File: config.mk
export PLATFORM = sky130hd
export DESIGN_NAME = wb_forward_unit
export DESIGN_NICKNAME = d
export VERILOG_FILES = /design/src/rtl/wb_forward_unit.sv
export SDC_FILE = /design/constraint.sdc
export NUM_CORES = 1
export LEC_CHECK = 0
export BUFFER_PORTS_ARGS = -buffer_cell sky130_fd_sc_hd__buf_2
export CAP_MARGIN = 20
export CORE_MARGIN = 2
export CORE_UTILIZATION = 45
export DETAILED_ROUTE_END_ITERATION = 8
export HOLD_SLACK_MARGIN = 0.05
export PLACE_DENSITY = 0.78
export SLEW_MARGIN = 40
export SYNTH_ARGS = -nofsm -noshare
export SYNTH_HDL_FRONTEND = slang
export SYNTH_SLANG_ARGS = --single-unit
File: constraint.sdc
create_clock -name clk -period 2.1 [get_ports clk]
set_input_delay 0.105 -clock clk [delete_from_list [all_inputs] [get_ports clk]]
set_output_delay 0.105 -clock clk [all_outputs]
set_load 0.005 [all_outputs]
File: src/rtl/wb_forward_unit.sv
// Write-back end of the register-file interface: X (memory) and Y (write-back) slots,
// operand forwarding, load-use / slow-memory stall. Optional macro WB_RETIRE_CNT_EN adds retire_count.
module wb_forward_unit #(
    parameter int DATA_W = 32,
    parameter int REG_AW = 4
) (
    input  logic              clk,
    input  logic              reset,
    input  logic              in_valid,
    input  logic [REG_AW-1:0] in_dest,
    input  logic [DATA_W-1:0] in_alu,
    input  logic              in_regwrite,
    input  logic              in_load,
    input  logic [DATA_W-1:0] mem_data,
    input  logic              mem_valid,
    input  logic [REG_AW-1:0] s1_idx,
    input  logic [REG_AW-1:0] s2_idx,
    input  logic              s1_used,
    input  logic              s2_used,
    output logic [REG_AW-1:0] D_dest,
    output logic [DATA_W-1:0] data,
    output logic              RegWrite_to_Reg,
    output logic [DATA_W-1:0] X_reg,
    output logic [DATA_W-1:0] Y_reg,
    output logic [1:0]        s1_src,
    output logic [1:0]        s2_src,
    output logic              stall
`ifdef WB_RETIRE_CNT_EN
    ,
    output logic [31:0]       retire_count
`endif
);

    logic              r_x_valid;
    logic [REG_AW-1:0] r_x_dest;
    logic [DATA_W-1:0] r_x_alu;
    logic              r_x_regwrite;
    logic              r_x_load;

    logic              r_y_valid;
    logic [REG_AW-1:0] r_y_dest;
    logic [DATA_W-1:0] r_y_data;
    logic              r_y_regwrite;

    logic              w_xw;
    logic              w_yw;
    logic              w_mem_wait;
    logic              w_load_use;

    logic [REG_AW-1:0] w_s_idx  [2];
    logic              w_s_used [2];
    logic [1:0]        w_s_src  [2];
    logic [1:0]        w_x_hit;

    assign w_xw       = r_x_valid & r_x_regwrite;
    assign w_yw       = r_y_valid & r_y_regwrite;
    assign w_mem_wait = r_x_valid & r_x_load & ~mem_valid;

    assign w_s_idx[0]  = s1_idx;
    assign w_s_idx[1]  = s2_idx;
    assign w_s_used[0] = s1_used;
    assign w_s_used[1] = s2_used;

    // X wins over Y because it holds the younger result for the same register.
    generate
        for (genvar gi = 0; gi < 2; gi++) begin : g_src
            assign w_x_hit[gi] = w_s_used[gi] & w_xw & (w_s_idx[gi] == r_x_dest);
            always_comb begin
                w_s_src[gi] = 2'b00;
                if (w_x_hit[gi] && !r_x_load) begin
                    w_s_src[gi] = 2'b01;
                end else if (w_s_used[gi] && w_yw && (w_s_idx[gi] == r_y_dest)) begin
                    w_s_src[gi] = 2'b10;
                end
            end
        end
    endgenerate

    assign w_load_use = r_x_load & (|w_x_hit);

    assign stall           = w_mem_wait | w_load_use;
    assign s1_src          = w_s_src[0];
    assign s2_src          = w_s_src[1];
    assign RegWrite_to_Reg = w_yw & ~reset;
    assign D_dest          = r_y_dest;
    assign data            = r_y_data;
    assign X_reg           = r_x_alu;
    assign Y_reg           = r_y_data;

    always_ff @(posedge clk) begin
        if (reset) begin
            r_x_valid    <= 1'b0;
            r_x_dest     <= '0;
            r_x_alu      <= '0;
            r_x_regwrite <= 1'b0;
            r_x_load     <= 1'b0;
            r_y_valid    <= 1'b0;
            r_y_dest     <= '0;
            r_y_data     <= '0;
            r_y_regwrite <= 1'b0;
        end else if (w_mem_wait) begin
            r_y_valid <= 1'b0;
        end else begin
            r_y_valid    <= r_x_valid;
            r_y_dest     <= r_x_dest;
            r_y_data     <= r_x_load ? mem_data : r_x_alu;
            r_y_regwrite <= r_x_regwrite;
            if (w_load_use) begin
                r_x_valid <= 1'b0;
            end else begin
                r_x_valid    <= in_valid;
                r_x_dest     <= in_dest;
                r_x_alu      <= in_alu;
                r_x_regwrite <= in_regwrite;
                r_x_load     <= in_load;
            end
        end
    end

`ifdef WB_RETIRE_CNT_EN
    logic [31:0] r_retire_count;

    always_ff @(posedge clk) begin
        if (reset) begin
            r_retire_count <= '0;
        end else if (r_y_valid) begin
            r_retire_count <= r_retire_count + 32'd1;
        end
    end

    assign retire_count = r_retire_count;
`endif

endmodule
==> Word level (Yosys, flattened, before mapping) <==
Cells that the tools add are included.
{ "word_totals": {"regBits": 77, "in_bits": 84, "wordCells": 44, "output_inout_bits": 106} }
{ "classes": {"reduce_logical": 10, "muxes": 6, "n_eq_ne": 4, "n_bitwise": 15} }
{ "op_table": {"columns": ["operator", "n"], "rows": [
  ["two-way mux 32 bit", 1],
  ["== test 4 bit", 4],
  ["AND 1 bit", 10],
  ["two-way mux 2 bit", 4],
  ["logical AND 1 bit", 6],
  ["NOT 1 bit", 4],
  ["OR reduction 2 bit", 2],
  ["AND reduction 2 bit", 1],
  ["zero test 1 bit", 1],
  ["two-way mux 1 bit", 1],
  ["OR 1 bit", 1]
]} }

==> Depth between registers and ports, before layout <==
Gate-level depths: netlist of the first run.
{ "logic_depth": {"word_depth": 7, "depth_mapped": 7, "depth_no_buf": 5} }

==> Least setup slack after synthesis of the first run <==
No wires, ideal clock.
{ "synth_timing": {"path_type": "register to register", "startpoint": "register r_x_dest[1]", "endpoint": "register r_x_alu[0], in the netlist X_reg[0]", "slack_ns": 0.284, "setup_ns": 0.072, "required_ns": 2.028, "path_buffers": 2, "arrival_ns": 1.744, "stages_incl_launch_ff": 7, "period_less_slack_ns": 1.816, "cell_sequence": "dfxtp_1 -> xor2_1 -> or4_1 -> a31oi_4 -> buf_6 -> buf_8 -> mux2i_1"} }
{ "synth_via": {"elab_chain_len": 6, "elab_cells_between_ends": 8, "classes_between": "2 x eq/ne; 4 x bitwise; 2 x reduce/logical"} }
{ "synth_lines": {"columns": ["element", "line", "rtl"], "rows": [
  ["start, declared", "35", "logic [REG_AW-1:0] r_x_dest;"],
  ["start signal, assigned", "112", "r_x_dest <= in_dest;"],
  ["== test 4 bit", "67", "assign w_x_hit[gi] = w_s_used[gi] & w_xw & (w_s_idx[gi] == r_x_dest);"],
  ["AND 1 bit", "67", null],
  ["OR reduction 2 bit (*)", "79", "assign w_load_use = r_x_load & (|w_x_hit);"],
  ["AND 1 bit (*)", "79", null],
  ["NOT 1 bit (no source line) (*)", null, null],
  ["AND reduction 2 bit (no source line) (*)", null, null],
  ["end signal, assigned", "113", "r_x_alu <= in_alu;"],
  ["end, declared", "36", "logic [DATA_W-1:0] r_x_alu;"]
]} }
Mark *: on every way between the ends. The rest lies on a longest branch, timed or not.
A chain may end at the register's enable or synchronous reset.

==> Worst setup path after layout of the first run <==
{ "layout_timing": {"startpoint": "register r_x_dest[2]", "endpoint": "register r_x_dest[1]"} }
{ "layout_via": {"elab_chain_len": 6, "elab_cells_between_ends": 8, "classes_between": "2 x eq/ne; 4 x bitwise; 2 x reduce/logical"} }
{ "layout_lines": {"columns": ["element", "line"], "rows": [
  ["== test 4 bit", "67"],
  ["AND 1 bit", "67"],
  ["OR reduction 2 bit (*)", "79"],
  ["AND 1 bit (*)", "79"],
  ["NOT 1 bit (no source line) (*)", null],
  ["AND reduction 2 bit (no source line) (*)", null]
]} }
Marked as above.

==> results.cfg, run 1 <==
[die]
die_y_um = 93.5
core_area_um2 = 7730
dieArea_um2 = 8750
ioPinCount = 190
start_util_pct = 46.7
dieWidth_um = 93.5
fp-row-count = 32

[synthesis]
yosys.area.top_type = dfxtp_1
synth.most_common_cell = dfxtp_1
avgSynthCellArea_um2 = 9.18
netlist_area_um2 = 3610
synth.distinct_cells = 28
synthArstFlopShare_pct = 0
synthFlopType = dfxtp_1
ys_ff_latch = 77
synth_edf_count = 0
ys_top_cells_by_area = dfxtp_1 (43%), mux2i_1 (21%), nand2_1 (7.8%)
syn_inst = 393
synth_nets = 477
synth_common_cells = dfxtp_1 (77), nand2_1 (75), mux2i_1 (74), nor2_1 (39), buf_4 (34)
ys.warnings.count = 0
synth_top_area_share_pct = 42.7
synth_seq_area_share_pct = 42.7

[finish]
postLayoutCoreUtil_pct = 66.2
n_antenna_cell = 0
layout-drive-gt1-share_pct = 38.8
design_area_um2 = 5110
syn_to_final_growth_pct = 41.8
num-nets-final = 672

[hold_path]
hold_start = mem_data[1]
hold-path-endpoint = Y_reg[1]
holdCritPathClass = primary input to register
hold_depth = 3

[sta]
relSlewSlack_pct = 64.4
tightestPinTransition_ns = 0.533
rsz0062_at_grt = no
fin_crit_ns = 2.02
skew_ns = 0.0126
whs_ns = 0.0946
fmax_ghz = 0.496
hold_violations = 0
finalMaxSlewViolations = 0
setup_viol = 0
fin_crit_sh_pct = 96.0
finalSetupTns_ns = 0

[critical_path]
path_max_fanout = 10
critPathCaptureType = register
ff2ff_path_depth = 6
rr_startpoint = r_x_dest[2]
worstReg2RegEnd = r_x_dest[1]
critPathLaunchType = register
arrival_ns = 2.29
path_class = register to register
r2r_setup_slack_ns = 0.08
worstPathRequired_ns = 2.37

[detailed_routing]
wirelength_um = 10100
wl_per_cell_um = 14.5
drc = 0
postRouteAntennaNets = 0
via_per_inst = 4.95
drtIter0Drc = 79
num_vias = 3443
drt_first_pass_iters = 4

[clock_tree]
cts_htree_levels = 3
cts_tree = yes
clock_path_buffers = 2
cts-root-buf = clkbuf_8
clkLatencyLatePin_ns = 0.35
clock-sinks = 77
cts_made_buffers = 9
clk_pin_slew_worst_paths_ns = 0.09

[place]
routabilityCongestion = 0.831
placed_cell_area_um2 = 4410
portBuffers = 189
hpwl_um = 6570

[global_route]
grt_max_degree = 39
grt-ovfl-total = 0
grt_pass1_wl_um = 15300
grt_use_total_pct = 22.4
grt_pass1_vias = 3242
antenna_found_initial = 0

[outcome]
status = complete, no violations

[job]
maxCapViolations = 0

[power_and_ir_drop]
p_leak_nw = 2.60
power.ir.vdd_worst_mv = 0.398
power_mw = 3.45
power.density_nw_per_um2 = 675
==> power breakdown <==
group / total [mW] / switching, mW / internal [mW] / leakage (nW)
Clock: 1.25 / 0.579 / 0.675 / 0.110
Combinational: 0.570 / 0.261 / 0.309 / 1.85
Sequential: 1.63 / 0.0753 / 1.55 / 0.640
==> cell type report <==
| type | count | area (um^2) |
|---|---|---|
| clock buffer | 9 | 124 |
| clock inverter | 7 | 98.8 |
| fill | 644 | 2610 |
| inverter | 2 | 7.51 |
| multi-input combinational | 254 | 1690 |
| sequential | 77 | 1550 |
| tap | 102 | 128 |
| timing repair buffer | 244 | 1520 |
==> per-layer routing <==
layer	wire (um)	vias up	track usage (%)	part of all wire, %
met5	0	-	0	0
met3	675	26	5.00	6.7
li1	-	1692	-	-
met1	4020	1569	25.2	40
met2	5080	156	40.1	51
met4	279	0	10.4	2.8
==> critical path: stages (launching register included) <==
cell and delay [ns]:
dfxtp_2 0.36, xor2_1 0.16, or4_4 0.57, a31oi_4 0.22, buf_4 0.16, bufbuf_16 0.28, mux2i_1 0.18
==> through the flow <==
stage                     setup slack (ns)  std cells
after floorplan                      0.284        393
after global placement               0.281        633
after detailed placement             0.203        633
after CTS                       0.00000600        691
after global routing               0.00552        695
final                               0.0836        695
==> repair_timing <==
action / 4_1_cts / 5_1_grt
setup endpoints to repair: 1 / 10
pin swaps: 1 / 1
endpoints found under the hold margin: 40 / 0
gates cloned: 1 / 0
resized for setup: 1 / 3
hold buffers: 40 / 0
setup buffers: 1 / 4
==> layout by cell type, fill, tap and decap left out, types with 2 or more instances in the layout <==
master         instances
bufinv_16              2
nand3_1                2
xnor2_1               10
or4_4                  2
nand4_1                4
xor2_1                 6
clkinv_4               2
dfxtp_2                4
dlygate4sd3_1         40
dfxtp_1               73
buf_2                189
nor2_1                39
a211oi_1              32
mux2i_1               74
clkbuf_8               9
buf_4                 11
nor3_1                 2
nand2_1               75
buf_12                 3
==> kinds of logic (layout without fill, tap and decap cells) <==
kind of cell | count (synthesis) | in the layout | share of synthesized area (%)
xor gates and xnor gates | 16 | 16 | 3.89
AOI/OAI and AO/OA | 37 | 37 | 8.05
and+or+nand+nor | 127 | 127 | 14.2
muxes | 74 | 74 | 20.5
DFF | 77 | 77 | 42.7
buffers and inverters | 62 | 262 | 10.6
==> how the worst max path moves through the flow <==
stage,start,end,cells after the start
after global placement,r_x_dest[3],r_x_dest[2],6
after CTS,r_x_dest[3],stall,6
after floorplan,r_x_dest[1],X_reg[0],6
after detailed placement,r_x_dest[3],X_reg[0],6
after global routing,r_x_dest[1],X_reg[28],7
final,r_x_dest[2],r_x_dest[1],6
(Power assumes the default switching activity.)
==> inputs of run 2 (changes only) <==
--- a/config.mk
+++ b/config.mk
@@ -8,10 +8,10 @@
 export BUFFER_PORTS_ARGS = -buffer_cell sky130_fd_sc_hd__buf_2
 export CAP_MARGIN = 20
 export CORE_MARGIN = 2
-export CORE_UTILIZATION = 45
+export CORE_UTILIZATION = 41
 export DETAILED_ROUTE_END_ITERATION = 8
 export HOLD_SLACK_MARGIN = 0.05
-export PLACE_DENSITY = 0.78
+export PLACE_DENSITY = 0.75
 export SLEW_MARGIN = 40
 export SYNTH_ARGS = -nofsm -noshare
 export SYNTH_HDL_FRONTEND = slang
==> constraint.sdc (replaced) <==
create_clock -name clk -period 1.6 [get_ports clk]
set_input_delay 0.08 -clock clk [delete_from_list [all_inputs] [get_ports clk]]
set_output_delay 0.08 -clock clk [all_outputs]
set_load 0.005 [all_outputs]
==> results.cfg, run 2 (synthesis gave the netlist of run 1 again) <==
[global_route]
antenna_found_initial = 0
grt_max_degree = 43
grt-ovfl-total = 0
grt_pass1_vias = 3513
grt_use_total_pct = 21.3
grt_pass1_wl_um = 16600

[detailed_routing]
drtIter0Drc = 70
drc = 0
wirelength_um = 10200
num_vias = 3485
wl_per_cell_um = 14.3
drt_first_pass_iters = 5
postRouteAntennaNets = 0
via_per_inst = 4.87

[place]
placed_cell_area_um2 = 4530
place_ws_ns = -0.215
routabilityCongestion = 0.850
portBuffers = 189
hpwl_um = 6890
dp.cells = 651

[finish]
final_common_cell = buf_2
fillers = 762
final-seq-area_um2 = 1550
design_area_um2 = 5320
layout-drive-gt1-share_pct = 41.0
fin_cells = 715
n_antenna_cell = 0
most-common-layout-cells = buf_2 (189), nand2_1 (75), dfxtp_1 (73), mux2i_1 (73), dlygate4sd3_1 (40)
multiInputGateArea_um2 = 1730
num-nets-final = 686
syn_to_final_growth_pct = 47.6

[clock_tree]
clkLatencyLatePin_ns = 0.34
cts_made_buffers = 9
clock_path_buffers = 2
clk_pin_slew_worst_paths_ns = 0.08
cts-root-buf = clkbuf_8
cts_tree = yes
clock-sinks = 77
cts_htree_levels = 3

[critical_path]
rr_startpoint = r_x_dest[1]
cpMaxStageDelayCell = or4_4
ff2ff_path_depth = 7
worstPathRequired_ns = 1.86
r2r_setup_slack_ns = -0.41
worstReg2RegEnd = X_reg[4]
path_max_fanout = 10
crit_family = simple AND/OR/NAND/NOR gates
arrival_ns = 2.28
cpPeakStageDelay_ns = 0.56
path_class = register to register
critPathLaunchType = register
path_cells = xor2_1, or4_4, a31oi_4, buf_6, buf_4, buf_12, mux2i_1
critPathCaptureType = register
crit_buf_inv = 3

[die]
start_util_pct = 41.8
ioPinCount = 190
die_y_um = 97.8
dieArea_um2 = 9560
core_area_um2 = 8640
fp-row-count = 34
dieWidth_um = 97.8

[power_and_ir_drop]
power_mw = 4.56
p_int_mw = 3.40
power.share.combinational_pct = 17.2
swShare_pct = 25.6
power.density_nw_per_um2 = 858
seqPwrFrac_pct = 46.8
switching_power_mw = 1.17
clockPowerShare_pct = 36.0
power.ir.vdd_worst_mv = 0.525
p_leak_nw = 2.70

[sta]
fin_crit_ns = 2.01
finalSetupTns_ns = -14.65
fmax_ghz = 0.496
rsz0062_at_grt = yes
setup_viol = 43
fin_ws_ns = -0.415
skew_ns = 0.0122
finalMaxSlewViolations = 0
tightestPinTransition_ns = 0.432
fin_crit_sh_pct = 126
relSlewSlack_pct = 71.2
hold_violations = 0

[job]
maxCapViolations = 0

[hold_path]
hold_start = mem_data[6]
hold_depth = 3
hold-path-endpoint = Y_reg[6]
holdCritPathClass = primary input to register

[outcome]
violations = setup timing
status = complete, but fails checks
run 2: how the worst max path moves through the flow:
stage,startpoint,end,slack [ns],depth (start not counted)
after floorplan,r_x_dest[2],r_x_dest[1],-0.17,6
after global placement,r_x_dest[3],r_x_dest[3],-0.13,5
after detailed placement,r_x_dest[1],r_x_dest[1],-0.21,6
after CTS,r_x_dest[1],X_reg[16],-0.36,6
after global routing,r_x_dest[3],stall,-0.47,6
final,r_x_dest[1],X_reg[4],-0.41,7
run 2: layout make-up:
| class | instances | area share, % |
|---|---|---|
| inverter | 2 | 0.141 |
| tap | 108 | 2.54 |
| clock buffer | 11 | 2.66 |
| clock inverter | 5 | 1.57 |
| timing repair buffer | 258 | 31.6 |
| multi-input combinational | 254 | 32.4 |
| sequential | 77 | 29.1 |
run 2: timing repair:
action                                  in CTS  in global routing
buffers inserted                             6                  0
hold endpoints to repair                    40                  0
endpoints found under the setup margin      44                 44
resized for setup                           11                  4
gates cloned                                 2                  0
pin swaps                                    1                  1
hold buffers                                40                  0
run 2: power groups by stage:
stage	Sequential, mW	Clock, mW	Combinational, mW
3_5_place_dp	2.18	0	0.683
3_3_place_gp	2.17	0	0.663
5_1_grt	2.15	1.78	0.866
4_1_cts	2.13	1.68	0.779
2_1_floorplan	2.18	0	0.387
6_report	2.14	1.64	0.787
run 2: worst min-delay path, delay by kind of cell:
kind,cells,cell delay [ns]
AO/OA/AOI/OAI,1,0.08
buffers and inverters,1,0.09
multiplexers,1,0.12
run 2: through the flow:
stage	hold slack (ns)	util [%]
floorplan	0.190	-
global placement	0.276	52.5
detailed placement	0.279	52.5
CTS	0.0613	61.4
global route	0.0830	61.6
finish	0.0749	61.6
run 2: layer usage:
layer / GRT usage (%) / up-vias / wire, um
li1: - / 1715 / -
met1: 24.0 / 1612 / 4060
met2: 39.9 / 136 / 5390
met3: 4.51 / 22 / 585
met4: 7.05 / 0 / 189
met5: 0 / - / 0
